### config.mk
export PLATFORM = sky130hd
export DESIGN_NAME = hilo_muldiv_unit
export DESIGN_NICKNAME = d
export VERILOG_FILES = /design/src/rtl/hilo_muldiv_unit.sv
export SDC_FILE = /design/constraint.sdc
export NUM_CORES = 1
export LEC_CHECK = 0
export CORE_UTILIZATION = 35
export CTS_CLUSTER_DIAMETER = 120
export DETAILED_ROUTE_END_ITERATION = 10
export HOLD_SLACK_MARGIN = 0.15
export PLACE_DENSITY = 0.65
export SLEW_MARGIN = 10
export SYNTH_ARGS = -nofsm -noshare
export SYNTH_HDL_FRONTEND = slang
export SYNTH_SLANG_ARGS = --single-unit
### constraint.sdc
create_clock -name clk -period 3.5 [get_ports clk]
set_input_delay 0.35 -clock clk [delete_from_list [all_inputs] [get_ports clk]]
set_output_delay 0.35 -clock clk [all_outputs]
set_load 0.02 [all_outputs]
### src/rtl/hilo_muldiv_unit.sv
// HI/LO execution unit: single-cycle MFHI/MFLO/MTHI/MTLO plus iterative
// radix-2 MULT/MULTU/DIV/DIVU that stall the pipeline while running.
`ifndef FUNCT_MFHI
`define FUNCT_MFHI  6'b010000
`endif
`ifndef FUNCT_MTHI
`define FUNCT_MTHI  6'b010001
`endif
`ifndef FUNCT_MFLO
`define FUNCT_MFLO  6'b010010
`endif
`ifndef FUNCT_MTLO
`define FUNCT_MTLO  6'b010011
`endif
`ifndef FUNCT_MULT
`define FUNCT_MULT  6'b011000
`endif
`ifndef FUNCT_MULTU
`define FUNCT_MULTU 6'b011001
`endif
`ifndef FUNCT_DIV
`define FUNCT_DIV   6'b011010
`endif
`ifndef FUNCT_DIVU
`define FUNCT_DIVU  6'b011011
`endif

module hilo_muldiv_unit #(
  parameter int DATA_W  = 32,
  parameter int FUNCT_W = 6
) (
  input  logic               clk,
  input  logic               rst_n,
  input  logic               op_valid,
  input  logic [FUNCT_W-1:0] funct,
  input  logic [DATA_W-1:0]  operand_1,
  input  logic [DATA_W-1:0]  operand_2,
  input  logic               flush,
  output logic [DATA_W-1:0]  result,
  output logic               stall,
  output logic [DATA_W-1:0]  hi_out,
  output logic [DATA_W-1:0]  lo_out
);

  localparam int CNT_W = $clog2(DATA_W + 1);
  localparam logic [FUNCT_W-1:0] F_MFHI  = FUNCT_W'(`FUNCT_MFHI);
  localparam logic [FUNCT_W-1:0] F_MTHI  = FUNCT_W'(`FUNCT_MTHI);
  localparam logic [FUNCT_W-1:0] F_MFLO  = FUNCT_W'(`FUNCT_MFLO);
  localparam logic [FUNCT_W-1:0] F_MTLO  = FUNCT_W'(`FUNCT_MTLO);
  localparam logic [FUNCT_W-1:0] F_MULT  = FUNCT_W'(`FUNCT_MULT);
  localparam logic [FUNCT_W-1:0] F_MULTU = FUNCT_W'(`FUNCT_MULTU);
  localparam logic [FUNCT_W-1:0] F_DIV   = FUNCT_W'(`FUNCT_DIV);
  localparam logic [FUNCT_W-1:0] F_DIVU  = FUNCT_W'(`FUNCT_DIVU);

  typedef enum logic [1:0] {IDLE, CALC, FIX} state_t;

  state_t                state_q, state_d;
  logic [DATA_W-1:0]     hi_q, hi_d, lo_q, lo_d;
  logic [CNT_W-1:0]      cnt_q, cnt_d;
  logic [2*DATA_W-1:0]   acc_q, acc_d;
  logic [DATA_W-1:0]     opnd_q, opnd_d;
  logic [DATA_W-1:0]     op1_raw_q, op1_raw_d;
  logic                  is_div_q, is_div_d;
  logic                  neg_q, neg_d;
  logic                  neg_rem_q, neg_rem_d;
  logic                  div_zero_q, div_zero_d;

  logic                  is_mul, is_div, is_signed, start;
  logic [DATA_W-1:0]     mag_1, mag_2;
  logic [DATA_W:0]       mul_sum, rem_sh, rem_diff;
  logic [2*DATA_W-1:0]   prod_fix;
  logic [DATA_W-1:0]     quo_fix, rem_fix;

  assign is_mul    = (funct == F_MULT) || (funct == F_MULTU);
  assign is_div    = (funct == F_DIV)  || (funct == F_DIVU);
  assign is_signed = (funct == F_MULT) || (funct == F_DIV);
  assign start     = op_valid && !flush && (state_q == IDLE) && (is_mul || is_div);

  assign mag_1 = (is_signed && operand_1[DATA_W-1]) ? -operand_1 : operand_1;
  assign mag_2 = (is_signed && operand_2[DATA_W-1]) ? -operand_2 : operand_2;

  // Multiply step: add multiplicand into the upper half on LSB, shift right.
  assign mul_sum  = {1'b0, acc_q[2*DATA_W-1:DATA_W]} + {1'b0, (acc_q[0] ? opnd_q : '0)};
  // Divide step: shift remainder/dividend left, trial-subtract the divisor.
  assign rem_sh   = {acc_q[2*DATA_W-1:DATA_W], acc_q[DATA_W-1]};
  assign rem_diff = rem_sh - {1'b0, opnd_q};

  assign prod_fix = neg_q ? -acc_q : acc_q;
  assign quo_fix  = neg_q ? -acc_q[DATA_W-1:0] : acc_q[DATA_W-1:0];
  assign rem_fix  = neg_rem_q ? -acc_q[2*DATA_W-1:DATA_W] : acc_q[2*DATA_W-1:DATA_W];

  always_comb begin
    state_d    = state_q;
    hi_d       = hi_q;
    lo_d       = lo_q;
    cnt_d      = cnt_q;
    acc_d      = acc_q;
    opnd_d     = opnd_q;
    op1_raw_d  = op1_raw_q;
    is_div_d   = is_div_q;
    neg_d      = neg_q;
    neg_rem_d  = neg_rem_q;
    div_zero_d = div_zero_q;
    result     = '0;
    stall      = 1'b0;

    unique case (state_q)
      IDLE: begin
        if (op_valid && funct == F_MFHI) result = hi_q;
        if (op_valid && funct == F_MFLO) result = lo_q;
        if (op_valid && !flush && funct == F_MTHI) hi_d = operand_1;
        if (op_valid && !flush && funct == F_MTLO) lo_d = operand_1;
        if (start) begin
          stall      = 1'b1;
          state_d    = CALC;
          cnt_d      = '0;
          is_div_d   = is_div;
          opnd_d     = is_div ? mag_2 : mag_1;
          acc_d      = {{DATA_W{1'b0}}, (is_div ? mag_1 : mag_2)};
          op1_raw_d  = operand_1;
          neg_d      = is_signed && (operand_1[DATA_W-1] ^ operand_2[DATA_W-1]);
          neg_rem_d  = is_signed && operand_1[DATA_W-1];
          div_zero_d = (operand_2 == '0);
        end
      end
      CALC: begin
        if (flush) begin
          state_d = IDLE;
        end else begin
          stall = 1'b1;
          cnt_d = cnt_q + 1'b1;
          if (is_div_q) begin
            acc_d = rem_diff[DATA_W]
                  ? {rem_sh[DATA_W-1:0], acc_q[DATA_W-2:0], 1'b0}
                  : {rem_diff[DATA_W-1:0], acc_q[DATA_W-2:0], 1'b1};
          end else begin
            acc_d = {mul_sum, acc_q[DATA_W-1:1]};
          end
          if (cnt_q == CNT_W'(DATA_W - 1)) state_d = FIX;
        end
      end
      FIX: begin
        state_d = IDLE;
        if (!flush) begin
          if (!is_div_q) begin
            {hi_d, lo_d} = prod_fix;
          end else if (div_zero_q) begin
            hi_d = op1_raw_q;
            lo_d = '1;
          end else begin
            hi_d = rem_fix;
            lo_d = quo_fix;
          end
        end
      end
      default: state_d = IDLE;
    endcase
  end

  always_ff @(posedge clk or negedge rst_n) begin
    if (!rst_n) begin
      state_q    <= IDLE;
      hi_q       <= '0;
      lo_q       <= '0;
      cnt_q      <= '0;
      acc_q      <= '0;
      opnd_q     <= '0;
      op1_raw_q  <= '0;
      is_div_q   <= 1'b0;
      neg_q      <= 1'b0;
      neg_rem_q  <= 1'b0;
      div_zero_q <= 1'b0;
    end else begin
      state_q    <= state_d;
      hi_q       <= hi_d;
      lo_q       <= lo_d;
      cnt_q      <= cnt_d;
      acc_q      <= acc_d;
      opnd_q     <= opnd_d;
      op1_raw_q  <= op1_raw_d;
      is_div_q   <= is_div_d;
      neg_q      <= neg_d;
      neg_rem_q  <= neg_rem_d;
      div_zero_q <= div_zero_d;
    end
  end

  assign hi_out = hi_q;
  assign lo_out = lo_q;

endmodule

# Word level (Yosys, flattened, before mapping)
# Index checks and enable logic that the tools add are counted.
op_classes:
  mux: 36
  n_reduce_logical: 24
  n_addsub: 8
  n_bitwise: 1
  n_eq_ne: 17
ops:
  columns: ["operator", "count"]
  rows:
  - ["32-bit two-way mux", 18]
  - ["64-bit two-way mux", 5]
  - ["32-bit negator", 4]
  - ["32-bit one-hot mux with 2 select lines", 2]
  - ["64-bit one-hot mux with 2 select lines", 1]
  - ["64-bit negator", 1]
  - ["6-bit by 5-bit == test with 1-bit output (second input constant)", 9]
  - ["32-bit by 32-bit adder with 33-bit output", 1]
  - ["33-bit by 32-bit subtractor with 33-bit output", 1]
  - ["32-bit zero test", 1]
  - ["6-bit two-way mux", 2]
  - ["6-bit one-hot mux with 2 select lines", 1]
  - ["1-bit logical AND", 10]
  - ["3-bit AND reduction", 3]
  - ["6-bit by 1-bit adder with 6-bit output (second input constant)", 1]
  - ["2-bit two-way mux", 3]
  - ["2-bit inequality test (second input constant)", 3]
  - ["1-bit logical OR", 4]
  - ["2-bit by 1-bit inequality test with 1-bit output (second input constant)", 2]
  - ["2-bit one-hot mux with 2 select lines", 1]
  - ["2-bit AND reduction", 2]
  - ["2-bit nonzero test", 2]
  - ["3-bit inequality test (second input constant)", 1]
  - ["2-bit by 1-bit == test with 1-bit output (second input constant)", 1]
  - ["other kinds (6)", 7]
word_totals:
  out_inout_bits: 97
  register_bits: 204
  in_bits: 74
  elab_cells: 97

# Depth between registers and ports, before layout
# Gate-level depths: netlist of the first run.
logic_depth:
  ltp_word: 7
  depth_mapped: 15
  ltp_nobuf: 13

# Worst setup path before layout of the first run
# Ideal clock, no wire load.
synth_path:
  path_type: "reg-to-reg"
  start: "reg acc_q[31]"
  end: "reg acc_q[62]"
  setup_slack_ps: 145
  period_less_slack_ps: 3355
  t_arrival_ps: 3229
  setup_time_ps: 126
  path_buffers: 1
  path_stages_with_launch: 14
  path_cell_list: "dfrtp_1 > inv_1 > ha_1 > fa_1 > nand2b_1 > a211o_1 > a311oi_1 > or4_1 > nand3_1 > a211oi_1 > and3b_1 > clkbuf_1 > mux2_1 > a221o_1"
synth_between:
  elab_chain_len: 5
synth_lines:
  columns: ["element", "line_no", "source"]
  rows:
  - ["start, declared", "60", "logic [2*DATA_W-1:0] acc_q, acc_d;"]
  - ["start signal, assigned", "166", "acc_q <= '0;"]
  - ["start signal, assigned", "178", "acc_q <= acc_d;"]
  - ["33-bit by 32-bit subtractor with 33-bit output", "86", "assign rem_diff = rem_sh - {1'b0, opnd_q};"]
  - ["64-bit two-way mux", "134", "? {rem_sh[DATA_W-1:0], acc_q[DATA_W-2:0], 1'b0}"]
  - ["64-bit two-way mux", "132", "if (is_div_q) begin"]
  - ["64-bit two-way mux", "127", "if (flush) begin"]
  - ["64-bit one-hot mux with 2 select lines", "107", "unique case (state_q)"]
# Every way passes these cells. The select of a mux whose other input is x is not followed.
# A chain may end at the register's enable or synchronous reset.

# Worst setup path in the final report of the first run
layout_path:
  start: "reg opnd_q[0]"
  end: "reg acc_q[0]"
layout_between:
  elab_chain_len: 5
layout_lines:
  columns: ["element", "line_no", "source"]
  rows:
  - ["start, declared", "61", "logic [DATA_W-1:0] opnd_q, opnd_d;"]
  - ["start signal, assigned", "179", "opnd_q <= opnd_d;"]
  - ["33-bit by 32-bit subtractor with 33-bit output", "86", null]
  - ["64-bit two-way mux", "134", null]
  - ["64-bit two-way mux", "132", null]
  - ["64-bit two-way mux", "127", null]
  - ["64-bit one-hot mux with 2 select lines", "107", null]
# Every way passes these cells. The select of a mux whose other input is x is not followed.

==> results.cfg, run 1 <==
[critical_path]
worst_setup_path_start_kind = flop
worst_setup_path_end_kind = flop
worst_path_largest_cell_delay_ps = 380
required_ps = 3900
slowest_stage = sky130_fd_sc_hd__dfrtp_1
crit_top_cell = sky130_fd_sc_hd__buf_4
critPathArrivalTime_ps = 3800
timing.critical_path.fanout_max = 6
setup.worst_path.class = flop to flop
path_cells = buf_4 -> ha_4 -> fa_2 -> nand2b_4 -> a211o_1 -> a311oi_2 -> or4_4 -> nand3_4 -> a211oi_2 -> and3b_2 -> clkbuf_16 -> buf_4 -> nand2_4 -> buf_6 -> o211ai_1

[routing]
drcViolationCount = 0
drt-wirelength-per-cell_um = 22.3
vias = 19400
viasPerCell = 5.84
drt_pass1_iterations = 8
drt_wl_total_mm = 74.2
drt_antenna_net_count = 0
dr.first_iter.drc_count = 1960

[floorplan]
num_io_pins = 171
design.die.area_mm2 = 0.0516
die_y_um = 227
initial_utilization = 0.354
rows = 82
placeableCoreArea_mm2 = 0.0501
die_width_um = 227

[placed_design]
postPlaceCellArea_mm2 = 0.0215
gp_congestion = 0.992
port_buffers = 170
hpwl_after_detailed_placement_mm = 57.5
dpl_worst_slack_ps = -264

[timing]
timing.slew.headroom = 0.316
fin_crit_sh = 0.973
setup_repair_after_global_routing_missed_its_margin = yes
maxClockFrequency_mhz = 294
final.setup.tns_ps = 0
setup_viol = 0
timing.final.max_slew_violations = 0
worst-slew-pin-transition_ps = 1030
final_setup_skew_ps = 32.8
finalHoldViolations = 0
final.min_clock_period_ps = 3410
setup_slack_ps = 93.2

[flow_run]
drv_cap = 0

[finish]
areaGrowthSynthToFinish_pct = 28.5
design.final.nets = 2781
utilization = 0.455
n_antenna_cell = 0
post-route-cell-area_mm2 = 0.0228
drive_gt1_frac = 0.136

[synth]
netlist-cell-type-count = 80
synth-seq-area-share = 0.288
ys_seq_elements = 204
syn-mean-instance-area_um2 = 7.51
synth_fp_nets = 2508
synth_edf_count = 0
synthesis.area_mm2 = 0.0177
postSynthCellCount = 2363
dominantRegCellSynth = sky130_fd_sc_hd__dfrtp_1
share_of_synthesized_flip_flops_with_an_asynchronous_set_or_reset = 1.00
synth-warning-count = 0

[clock_network]
cts_num_sinks = 204
insertion_delay_ps = 560
clk_path_buf_depth = 3
clockRootBuffer = sky130_fd_sc_hd__clkbuf_16
cts_inserted_buffers = 25
cts_max_level = 1
cts.clk_slew.worst_paths_ps = 70
cts_tree = yes

[pwr]
cellLeakagePower_nw = 9.86
vdd_drop_max_mv = 0.322
total_power_divided_by_cell_area_mw_per_mm2 = 501

[grt]
grt_first_pass_wirelength_mm = 111
first_global_vias = 17900
grt_use_total = 0.280
grt_remaining_overflow = 0
initial_antenna_violation_count = 2
grt_max_degree = 101

[outcome]
outcome = complete, no violations

[hold_path]
min_path_type = input pin to async pin
[layout make-up]
type	instances	area, µm²
clock inverter	10	184
fill	5027	27300
tap	672	841
sequential	204	5110
clock buffer	35	743
inverter	59	221
multi-input combinational	1933	12000
timing repair buffer	413	3700
[report_power, final]
group	internal [mW]	switching, mW	total, mW	leakage, nW
Combinational	2.18	3.11	5.29	6.81
Clock	1.84	1.13	2.97	0.451
Sequential	2.75	0.405	3.16	2.61
[per-layer routing]
metal	share of wire	vias to the layer above	track usage
li1	-	8975	-
met1	0.44	9405	0.412
met2	0.44	942	0.428
met3	0.097	99	0.0425
met4	0.022	2	0.0630
met5	0.00018	-	0
[critical path, delay by kind of cell, from the launching register on]
family          cells  cell delay, ps
compound gates      4             950
simple gates        5             820
buf+inv             4             580
fa+ha+maj           2             520
flops               1             380
[flip-flops by register name, indices dropped and copies added, names as in the netlist]
register and cells:
acc_q 64, hi_out 32, lo_out 32, op1_raw_q 32, opnd_q 32, cnt_q 6
state_q 2, div_zero_q 1, is_div_q 1, neg_q 1, neg_rem_q 1
[per-stage QoR]
stage / cells / hold WS, ps / total power [mW]
after floorplan: 2363 / 54.4 / 6.11
after global placement: 3266 / 456 / 8.14
after detailed placement: 3266 / 456 / 8.19
after CTS: 3313 / 439 / 11.2
after global routing: 3326 / 501 / 12.0
final: 3326 / 425 / 11.4
[placed cells by master, fill, tap and decap left out, drive strengths merged, types with 11 or more instances in the layout]
cell type and count:
nand2 371, buf 242, nor2 233, o21ai 228, dfrtp 204, clkdlybuf4s50 168, a21oi 166, xnor2 105
mux2i 91, xor2 73, ha 69, inv 59, nand3 59, nor3 50, o22ai 43, o31ai 40
clkbuf 37, a31oi 29, or3 28, o211ai 28, a21o 27, nand2b 25, a211oi 19, a22oi 17
and3 17, o41ai 16, nand4 15, nor4 14, or4 14, or2 12, and2 11, nor2b 11
[cells by family after synthesis]
family / share of synthesized area
AOI/OAI and AO/OA: 0.246
xor gates and xnor gates: 0.0878
adders and majority gates: 0.0509
buffers and inverters: 0.0484
DFF: 0.288
muxes: 0.0551
and+or+nand+nor: 0.224
[Yosys cell counts, types with 8 or more instances]
master,count,area [µm²]
sky130_fd_sc_hd__a211oi_1,19,143
sky130_fd_sc_hd__a21o_1,27,203
sky130_fd_sc_hd__a21oi_1,166,831
sky130_fd_sc_hd__a221oi_1,8,70.1
sky130_fd_sc_hd__a22oi_1,17,128
sky130_fd_sc_hd__a31oi_1,29,181
sky130_fd_sc_hd__and2_1,10,62.6
sky130_fd_sc_hd__and3_1,17,106
sky130_fd_sc_hd__buf_1,12,45.0
sky130_fd_sc_hd__buf_2,9,45.0
sky130_fd_sc_hd__clkbuf_1,146,548
sky130_fd_sc_hd__dfrtp_1,204,5100
sky130_fd_sc_hd__ha_1,69,863
sky130_fd_sc_hd__inv_1,58,218
sky130_fd_sc_hd__mux2i_1,91,911
sky130_fd_sc_hd__nand2_1,371,1390
sky130_fd_sc_hd__nand2b_1,25,156
sky130_fd_sc_hd__nand3_1,59,295
sky130_fd_sc_hd__nand4_1,14,87.6
sky130_fd_sc_hd__nor2_1,232,871
sky130_fd_sc_hd__nor2b_1,11,68.8
sky130_fd_sc_hd__nor3_1,49,245
sky130_fd_sc_hd__nor4_1,14,87.6
sky130_fd_sc_hd__o211ai_1,28,210
sky130_fd_sc_hd__o21a_1,10,75.1
sky130_fd_sc_hd__o21ai_0,206,1030
sky130_fd_sc_hd__o21ai_1,22,110
sky130_fd_sc_hd__o21bai_1,10,75.1
sky130_fd_sc_hd__o221ai_1,9,78.8
sky130_fd_sc_hd__o22ai_1,43,269
sky130_fd_sc_hd__o31ai_1,37,278
sky130_fd_sc_hd__o41ai_1,15,131
sky130_fd_sc_hd__or2_2,9,56.3
sky130_fd_sc_hd__or3_1,28,175
sky130_fd_sc_hd__or4_1,11,82.6
sky130_fd_sc_hd__xnor2_1,105,920
sky130_fd_sc_hd__xor2_1,73,639
[final timing paths]
path / from / to / slack, ps / depth (start not counted)
max: opnd_q[0] / acc_q[0] / 90 / 15
min: rst_n / op1_raw_q[27] / 420 / 2
max reg2reg: opnd_q[0] / acc_q[0] / 90 / 15
min reg2reg: op1_raw_q[26] / op1_raw_q[26] / 480 / 2
max in group asynchronous: rst_n / hi_out[4] / 2210 / 3
min in group clk: op1_raw_q[26] / op1_raw_q[26] / 480 / 2
[timing repair]
| action | in CTS | in global routing |
|---|---|---|
| pin swaps | 0 | 11 |
| buffers inserted | 1 | 12 |
| gates resized for setup | 6 | 55 |
| endpoints found under the setup margin | 15 | 38 |
| cloned | 0 | 1 |
| hold endpoints to repair | 79 | 0 |
| hold buffers | 1 | 0 |
Note: power is estimated with default switching activity, not from simulation.
==> inputs of run 2 (changes only) <==
--- a/config.mk
+++ b/config.mk
@@ -6,10 +6,11 @@
 export NUM_CORES = 1
 export LEC_CHECK = 0
 export CORE_UTILIZATION = 35
+export CTS_BUF_LIST = sky130_fd_sc_hd__clkbuf_8
 export CTS_CLUSTER_DIAMETER = 120
 export DETAILED_ROUTE_END_ITERATION = 10
 export HOLD_SLACK_MARGIN = 0.15
-export PLACE_DENSITY = 0.65
+export PLACE_DENSITY = 0.63
 export SLEW_MARGIN = 10
 export SYNTH_ARGS = -nofsm -noshare
 export SYNTH_HDL_FRONTEND = slang
==> constraint.sdc (replaced) <==
create_clock -name clk -period 3.2 [get_ports clk]
set_input_delay 0.32 -clock clk [delete_from_list [all_inputs] [get_ports clk]]
set_output_delay 0.32 -clock clk [all_outputs]
set_load 0.02 [all_outputs]
==> results.cfg, run 2 (same netlist as run 1, synthesis figures left out) <==
[placed_design]
postPlaceCellArea_mm2 = 0.0224
gp_congestion = 0.988
post-place-cells = 3375
port_buffers = 170
hpwl_after_detailed_placement_mm = 59.3

[critical_path]
path_cells = inv_2 -> ha_4 -> fa_2 -> nand2b_4 -> a211o_1 -> a311oi_2 -> or4_4 -> nand3_4 -> a211oi_2 -> and3b_2 -> mux2_4 -> a221o_1
worst_setup_path_end_kind = flop
critPathArrivalTime_ps = 3840
worst_path_largest_cell_delay_ps = 400
worstSetupStartpoint = acc_q[31]
worst_setup_path_start_kind = flop
setup.reg_to_reg.worst_slack_ps = -180
slowest_stage = sky130_fd_sc_hd__a311oi_2
setup.worst_path.class = flop to flop
cp_num_cells = 12
r2r_start = acc_q[31]
reg2reg_depth = 12
required_ps = 3660
cp_num_buf_inv = 1
worst_r2r_endpoint = acc_q[62]
worst_setup_path_endpoint = acc_q[62]
timing.critical_path.fanout_max = 4
critPathTopFamily = compound AO/OA/AOI/OAI gates

[routing]
viasPerCell = 5.79
drt-wirelength-per-cell_um = 21.9
dr.first_iter.drc_count = 2153
drt_wl_total_mm = 76.3
drt_antenna_net_count = 0
drcViolationCount = 0
vias = 20100
drt_pass1_iterations = 8

[finish]
largest_register = acc_q
layout.cells.most_common = sky130_fd_sc_hd__nand2_1
post-route-cell-area_mm2 = 0.0239
design.final.nets = 2914
areaGrowthSynthToFinish_pct = 34.9
commonest_non_fill_non_tap_cells_in_the_layout = sky130_fd_sc_hd__nand2_1 (369), sky130_fd_sc_hd__buf_4 (345), sky130_fd_sc_hd__nor2_1 (227)
final_cells = 3476
drive_gt1_frac = 0.195
largest_register_ff_count = 64
utilization = 0.478

[clock_network]
cts_inserted_buffers = 42
cts_tree = yes
cts_max_level = 2
insertion_delay_ps = 630
clk_path_buf_depth = 3
cts.clk_slew.worst_paths_ps = 60
clockRootBuffer = sky130_fd_sc_hd__clkbuf_8
cts_num_sinks = 204

[grt]
initial_antenna_violation_count = 2
grt_max_degree = 101
grt_first_pass_wirelength_mm = 114
first_global_vias = 18900
grt_remaining_overflow = 0
grt_use_total = 0.289

[floorplan]
num_io_pins = 171
die_y_um = 227
die_width_um = 227
initial_utilization = 0.354
rows = 82
design.die.area_mm2 = 0.0516
placeableCoreArea_mm2 = 0.0501

[hold_path]
min_path_type = input pin to async pin

[timing]
timing.final.max_slew_violations = 0
final.setup.tns_ps = -1200
hold-worst-slack_ps = 313
worst-slew-pin-transition_ps = 970
setup_repair_after_global_routing_missed_its_margin = yes
finalHoldViolations = 0
setup_slack_ps = -178
fin_crit_sh = 1.06
final_setup_skew_ps = 58.9
setup_viol = 27
final.min_clock_period_ps = 3380
timing.slew.headroom = 0.353
maxClockFrequency_mhz = 296

[outcome]
outcome = finished, violations left
violations = setup timing

[pwr]
cellLeakagePower_nw = 10.5
vdd_drop_max_mv = 0.301
total_power_divided_by_cell_area_mw_per_mm2 = 535

[flow_run]
drv_cap = 0
run 2: layout make-up:
type / count / area (µm²)
fillers: 4916 / 26100
multi-input cells: 1933 / 12300
flip-flops and latches: 204 / 5110
repair buffers: 529 / 4550
well taps: 672 / 841
clock buffers: 55 / 757
inverters: 59 / 229
clock inverters: 22 / 145
diodes: 2 / 5.00
run 2: how the worst min path moves through the flow:
stage | startpoint | depth (start not counted) | slack [ps] | end
after detailed placement | rst_n | 1 | 400 | hi_out[26]
after floorplan | rst_n | 0 | 20 | acc_q[0]
final | rst_n | 2 | 310 | lo_out[29]
after global placement | rst_n | 1 | 400 | hi_out[26]
after CTS | rst_n | 2 | 310 | lo_out[21]
after global routing | rst_n | 2 | 350 | lo_out[29]
run 2: layer usage:
metal / share of wire / GRT usage
met1: 0.44 / 0.408
met4: 0.030 / 0.0896
met5: 0 / 0
met3: 0.093 / 0.0533
met2: 0.44 / 0.443
run 2: where the power goes:
group          internal (mW)  leakage, nW  switching [mW]
Clock                   1.64        0.499            1.35
Sequential              3.01         2.61           0.456
Combinational           2.77         7.41            3.57
Total                   7.42         10.5            5.38
run 2: repair_timing:
item / 4_1_cts / 5_1_grt
endpoints found under the hold margin: 69 / 0
resized for setup: 73 / 40
endpoints found under the setup margin: 42 / 48
gates cloned: 2 / 0
hold buffers: 1 / 0
pin swaps: 25 / 18
buffers inserted: 14 / 6
run 2: stage by stage:
step	power [mW]	worst slack [ps]
5_1_grt	13.5	-233
2_1_floorplan	6.71	-10.5
3_3_place_gp	9.21	-293
6_report	12.8	-178
4_1_cts	12.6	-147
3_5_place_dp	9.30	-334
run 2: worst register-to-register path, cell delays in order (launching register included):
cell and delay (ps):
sky130_fd_sc_hd__dfrtp_1 370, sky130_fd_sc_hd__inv_2 70, sky130_fd_sc_hd__ha_4 170, sky130_fd_sc_hd__fa_2 350, sky130_fd_sc_hd__nand2b_4 150, sky130_fd_sc_hd__a211o_1 300
sky130_fd_sc_hd__a311oi_2 400, sky130_fd_sc_hd__or4_4 240, sky130_fd_sc_hd__nand3_4 90, sky130_fd_sc_hd__a211oi_2 210, sky130_fd_sc_hd__and3b_2 280, sky130_fd_sc_hd__mux2_4 300
sky130_fd_sc_hd__a221o_1 290
==> inputs of run 3 (changes only) <==
--- a/config.mk
+++ b/config.mk
@@ -5,13 +5,17 @@
 export SDC_FILE = /design/constraint.sdc
 export NUM_CORES = 1
 export LEC_CHECK = 0
+export CELL_PAD_IN_SITES_DETAIL_PLACEMENT = 0
+export CELL_PAD_IN_SITES_GLOBAL_PLACEMENT = 1
 export CORE_UTILIZATION = 35
 export CTS_BUF_LIST = sky130_fd_sc_hd__clkbuf_8
 export CTS_CLUSTER_DIAMETER = 120
 export DETAILED_ROUTE_END_ITERATION = 10
 export HOLD_SLACK_MARGIN = 0.15
-export PLACE_DENSITY = 0.63
+export PLACE_DENSITY = 0.78
+export REMOVE_ABC_BUFFERS = 1
 export SLEW_MARGIN = 10
 export SYNTH_ARGS = -nofsm -noshare
 export SYNTH_HDL_FRONTEND = slang
 export SYNTH_SLANG_ARGS = --single-unit
+export TNS_END_PERCENT = 30
==> results.cfg, run 3 (same netlist as run 1, synthesis figures left out) <==
[floorplan]
initial_utilization = 0.354
die_y_um = 227
placeableCoreArea_mm2 = 0.0501
rows = 82
die_width_um = 227
design.die.area_mm2 = 0.0516
num_io_pins = 171

[placed_design]
port_buffers = 170
hpwl_after_detailed_placement_mm = 59.1
gp_congestion = 0.964
post-place-cells = 3385

[finish]
layout.cells.most_common = sky130_fd_sc_hd__nand2_1
largest_register_ff_count = 64
areaGrowthSynthToFinish_pct = 33.6
largest_register = acc_q
final_cells = 3462
n_antenna_cell = 0
commonest_non_fill_non_tap_cells_in_the_layout = sky130_fd_sc_hd__nand2_1 (370), sky130_fd_sc_hd__buf_4 (336), sky130_fd_sc_hd__nor2_1 (228)
drive_gt1_frac = 0.188
fillerInstances = 5023
design.final.nets = 2913

[timing]
setup_slack_ps = -117
final_setup_skew_ps = 21.7
fin_crit_sh = 1.04
timing.slew.headroom = 0.415
hold-worst-slack_ps = 331
setup_viol = 28
final.min_clock_period_ps = 3320
maxClockFrequency_mhz = 301
timing.final.max_slew_violations = 0
worst-slew-pin-transition_ps = 877
setup_repair_after_global_routing_missed_its_margin = yes
finalHoldViolations = 0

[routing]
viasPerCell = 5.74
dr.first_iter.drc_count = 1813
drt_wl_total_mm = 77.6
drcViolationCount = 0
drt-wirelength-per-cell_um = 22.4
met3RoutedLength_mm = 5.52
vias = 19900
drt_antenna_net_count = 0
wl_met1_mm = 33.3
drt_pass1_iterations = 6
met2_wire_length_mm = 34.7
route.top_layer_used = met5

[pwr]
cellLeakagePower_nw = 10.4
total_power_divided_by_cell_area_mw_per_mm2 = 512
combinationalPowerShare = 0.509
power_frac_clock = 0.205
p_sw_frac = 0.423
total_switching_power_mw = 5.13
vdd_drop_max_mv = 0.253
p_seq_frac = 0.286
power_report.internal_total_mw = 7.01

[grt]
grt_remaining_overflow = 0
grt_first_pass_wirelength_mm = 116
grt_use_total = 0.297
first_global_vias = 19300
grt_max_degree = 101
initial_antenna_violation_count = 1

[critical_path]
timing.critical_path.fanout_max = 4
worst_setup_path_end_kind = flop
cp_num_buf_inv = 2
r2r_start = acc_q[31]
worst_r2r_endpoint = acc_q[62]
cp_num_cells = 13
setup.reg_to_reg.worst_slack_ps = -120
worstSetupStartpoint = acc_q[31]
slowest_stage = sky130_fd_sc_hd__dfrtp_2
critPathArrivalTime_ps = 3760
worst_path_largest_cell_delay_ps = 420
required_ps = 3640
worst_setup_path_start_kind = flop
setup.worst_path.class = flop to flop
path_cells = inv_2 -> ha_4 -> fa_2 -> nand2b_4 -> a211o_1 -> a311oi_2 -> buf_4 -> or4_4 -> nand3_4 -> a211oi_2 -> and3b_2 -> mux2_4 -> a221o_1
reg2reg_depth = 13
worst_setup_path_endpoint = acc_q[62]
critPathTopFamily = compound AO/OA/AOI/OAI gates

[clock_network]
cts_max_level = 2
insertion_delay_ps = 570
clk_path_buf_depth = 3
clockRootBuffer = sky130_fd_sc_hd__clkbuf_8
cts_tree = yes
cts.clk_slew.worst_paths_ps = 60
cts_inserted_buffers = 39
cts_num_sinks = 204

[flow_run]
drv_cap = 0

[outcome]
outcome = finished, violations left
violations = setup timing

[hold_path]
min_path_type = input pin to async pin
## run 3: how the worst min path moves through the flow
stage | startpoint | end | depth (start not counted)
floorplan | rst_n | acc_q[0] | 0
global placement | rst_n | lo_out[9] | 1
detailed placement | rst_n | lo_out[9] | 1
CTS | rst_n | lo_out[9] | 2
global route | rst_n | lo_out[9] | 2
finish | rst_n | lo_out[10] | 2
## run 3: routing by layer
| layer | up-vias | track usage |
|---|---|---|
| met5 | - | 0 |
| met4 | 2 | 0.145 |
| met3 | 177 | 0.0417 |
| met2 | 854 | 0.461 |
| met1 | 9597 | 0.404 |
| li1 | 9249 | - |
## run 3: metrics by stage
stage | area [µm²] | setup TNS, ps | power [mW] | setup WS [ps] | utilization
2_1_floorplan | 17100 | -631100 | 6.61 | -7510 | -
3_3_place_gp | 22400 | -12790 | 9.16 | -386 | 0.447
3_5_place_dp | 22400 | -15830 | 9.24 | -469 | 0.447
4_1_cts | 23500 | -2460 | 11.9 | -182 | 0.469
5_1_grt | 23700 | -5230 | 12.8 | -236 | 0.474
6_report | 23700 | -1130 | 12.1 | -117 | 0.474
## run 3: layout make-up
class | instances | area, µm² | area share
clock buffer | 45 | 619 | 0.0261
clock inverter | 18 | 76.3 | 0.00322
inverter | 59 | 221 | 0.00934
multi-input combinational | 1933 | 12200 | 0.516
sequential | 204 | 5110 | 0.216
tap | 672 | 841 | 0.0355
timing repair buffer | 531 | 4610 | 0.194
## run 3: timing repair
action                     4_1_cts  5_1_grt
setup endpoints to repair       38       53
hold buffers                     1        0
cloned                           1        0
resized for setup               72       65
hold endpoints to repair        72        0
setup buffers                    8        4
pin swaps                       16       15
## run 3: power by group through the flow
stage	combinational, mW	clock, mW	sequential, mW
floorplan	3.02	0	3.59
global placement	5.69	0	3.48
detailed placement	5.75	0	3.48
CTS	5.95	2.54	3.45
global route	6.69	2.63	3.51
finish	6.18	2.49	3.47
==> patch: new RTL, settings of run 3 <==
Set the parameter `DATA_W` to 16 (it was 32).
--- a/src/rtl/hilo_muldiv_unit.sv
+++ b/src/rtl/hilo_muldiv_unit.sv
@@ -28,3 +28,3 @@
 module hilo_muldiv_unit #(
-  parameter int DATA_W  = 32,
+  parameter int DATA_W  = 16,
   parameter int FUNCT_W = 6
Interface: changed (5 resized); port bits go from 171 to 91. The function was not compared with the original's and may differ.
==> patch against run 3 <==
Sequential cell count down 97. Synthesized area is 51% lower. Worst setup slack better by 0.27 ns. Clock skew shrank 0.0058 ns. Hold slack better by 0.16 ns. Combinational power shrank 34%. Clock power shrank 67%. Critical path type unchanged. Largest cell class unchanged. Cell area decreased by 56%. Routed wire length down 61%. First-iteration DRC count fell by 65%. Total power is 43% lower.
==> patch: results (changes against run 3) <==
[logic_synthesis]
yosys-top-cells-count = nand2_1 (164), dfrtp_1 (107), nor2_1 (106), o21ai_0 (93), a21oi_1 (62)
synthTopCellsByArea = dfrtp_1 (31%), nand2_1 (7.1%), mux2i_1 (5.8%)
ys_types = 75  ; -6.3%
synth_xor_xnor_area_share_pct = 7.82  ; -0.96 points
post_synth_fa_ha_maj_area_fraction_pct = 5.98  ; +0.89 points
synthMuxAreaShare_pct = 6.20  ; +0.68 points
ys_seq_area_share_pct = 31.1  ; +2.3 points
netlist_instances = 1089  ; -54%

[outcome]
status = completed

[timing]
skew_ns = 0.0158  ; -0.00583 ns
tightest_slew_ns = 0.711  ; -0.167 ns

[global_routing]
grt_max_degree = 57  ; -44%
grt.total_usage_pct = 24.3  ; -5.4 points
met1_usage_pct = 34.1  ; -6.3 points
grt_pass1_vias = 8119  ; -58%
grt_pass1_wl_mm = 47.8  ; -59%
use_met2_pct = 38.0  ; -8.1 points
met3_usage_pct = 3.80  ; -0.37 points
antenna_found_initial = 0  ; -1

[layout]
largest_reg_flops = 32  ; -50%
fillers = 2463  ; -51%
layout-drive-gt1-share_pct = 9.66  ; -9.1 points
final_nets = 1279  ; -56%

[routing]
routed.top_layer = met4
wl_met1_mm = 14.0  ; -58%
wirelength_mm = 30.6  ; -61%
dr.pass1.iters = 5  ; -1
vias = 8603  ; -57%
wl_met3_mm = 1.99  ; -64%
wl_per_cell_microns = 20.0  ; -11%
dr_wl_met2_mm = 13.8  ; -60%

[placement]
numPortBuffers = 90  ; -47%
hpwl_mm = 23.5  ; -60%
place_area_sq_um = 10200  ; -54%
globalplace.congestion = 0.896  ; -7.0%
dpl_worst_slack_ns = 0.172  ; +0.642 ns
dp_cells = 1509  ; -55%

[cts]
ctsLongestPathBuffers = 2  ; -1
h-tree-depth = 3  ; +1
cts_setup_buffers = 0  ; -8
clk-insertion-delay-late_ns = 0.41  ; -0.16 ns
numCtsBuffers = 9  ; -77%
clk_pin_slew_ns = 0.11  ; +0.05 ns
postCtsResizedCells = 0  ; -100%

[power]
clock_power_w = 0.000827  ; -67%
leakagePower_nw = 4.44  ; -57%
ir_worst_vdd_mv = 0.257  ; +1.5%
p_switching_w = 0.00319  ; -38%
internal_power_w = 0.00374  ; -47%
p_seq_share_pct = 29.1  ; +0.5 points

[hold_path]
min_path_type = register to register

[critical_path]
critPathMaxFanout = 6  ; +2
cp_top_family = simple AND/OR/NAND/NOR gates
worst_path_max_delay_cell = or3b_4

[patch: cell types whose count changed in the layout (fill, tap and decap cells not counted), sizes merged, moves of 79 or more]
cell / run 3 / this run
a21oi: 166 / 62
clkdlybuf4s50: 168 / 89
o21ai: 228 / 99
nand2: 371 / 165
dfrtp: 204 / 107
nor2: 233 / 106
buf: 361 / 74
[patch: layout make-up]
type	count	area (sq um)	area share [%]
clock buffers	9	124	1.19
clock inverters	6	50.0	0.480
inverters	42	158	1.51
multi-input cells	873	5540	53.2
flip-flops and latches	107	2680	25.7
well taps	324	405	3.89
repair buffers	164	1470	14.1
[patch: final timing paths]
path,slack (ns),startpoint,depth (start not counted),end
max,0.15,acc_q[17],10,hi_out[14]
min,0.49,op1_raw_q[3],2,op1_raw_q[3]
max reg2reg,0.15,acc_q[17],10,hi_out[14]
min reg2reg,0.49,op1_raw_q[3],2,op1_raw_q[3]
max in group asynchronous,1.94,rst_n,3,acc_q[20]
min in group asynchronous,0.50,rst_n,2,op1_raw_q[14]
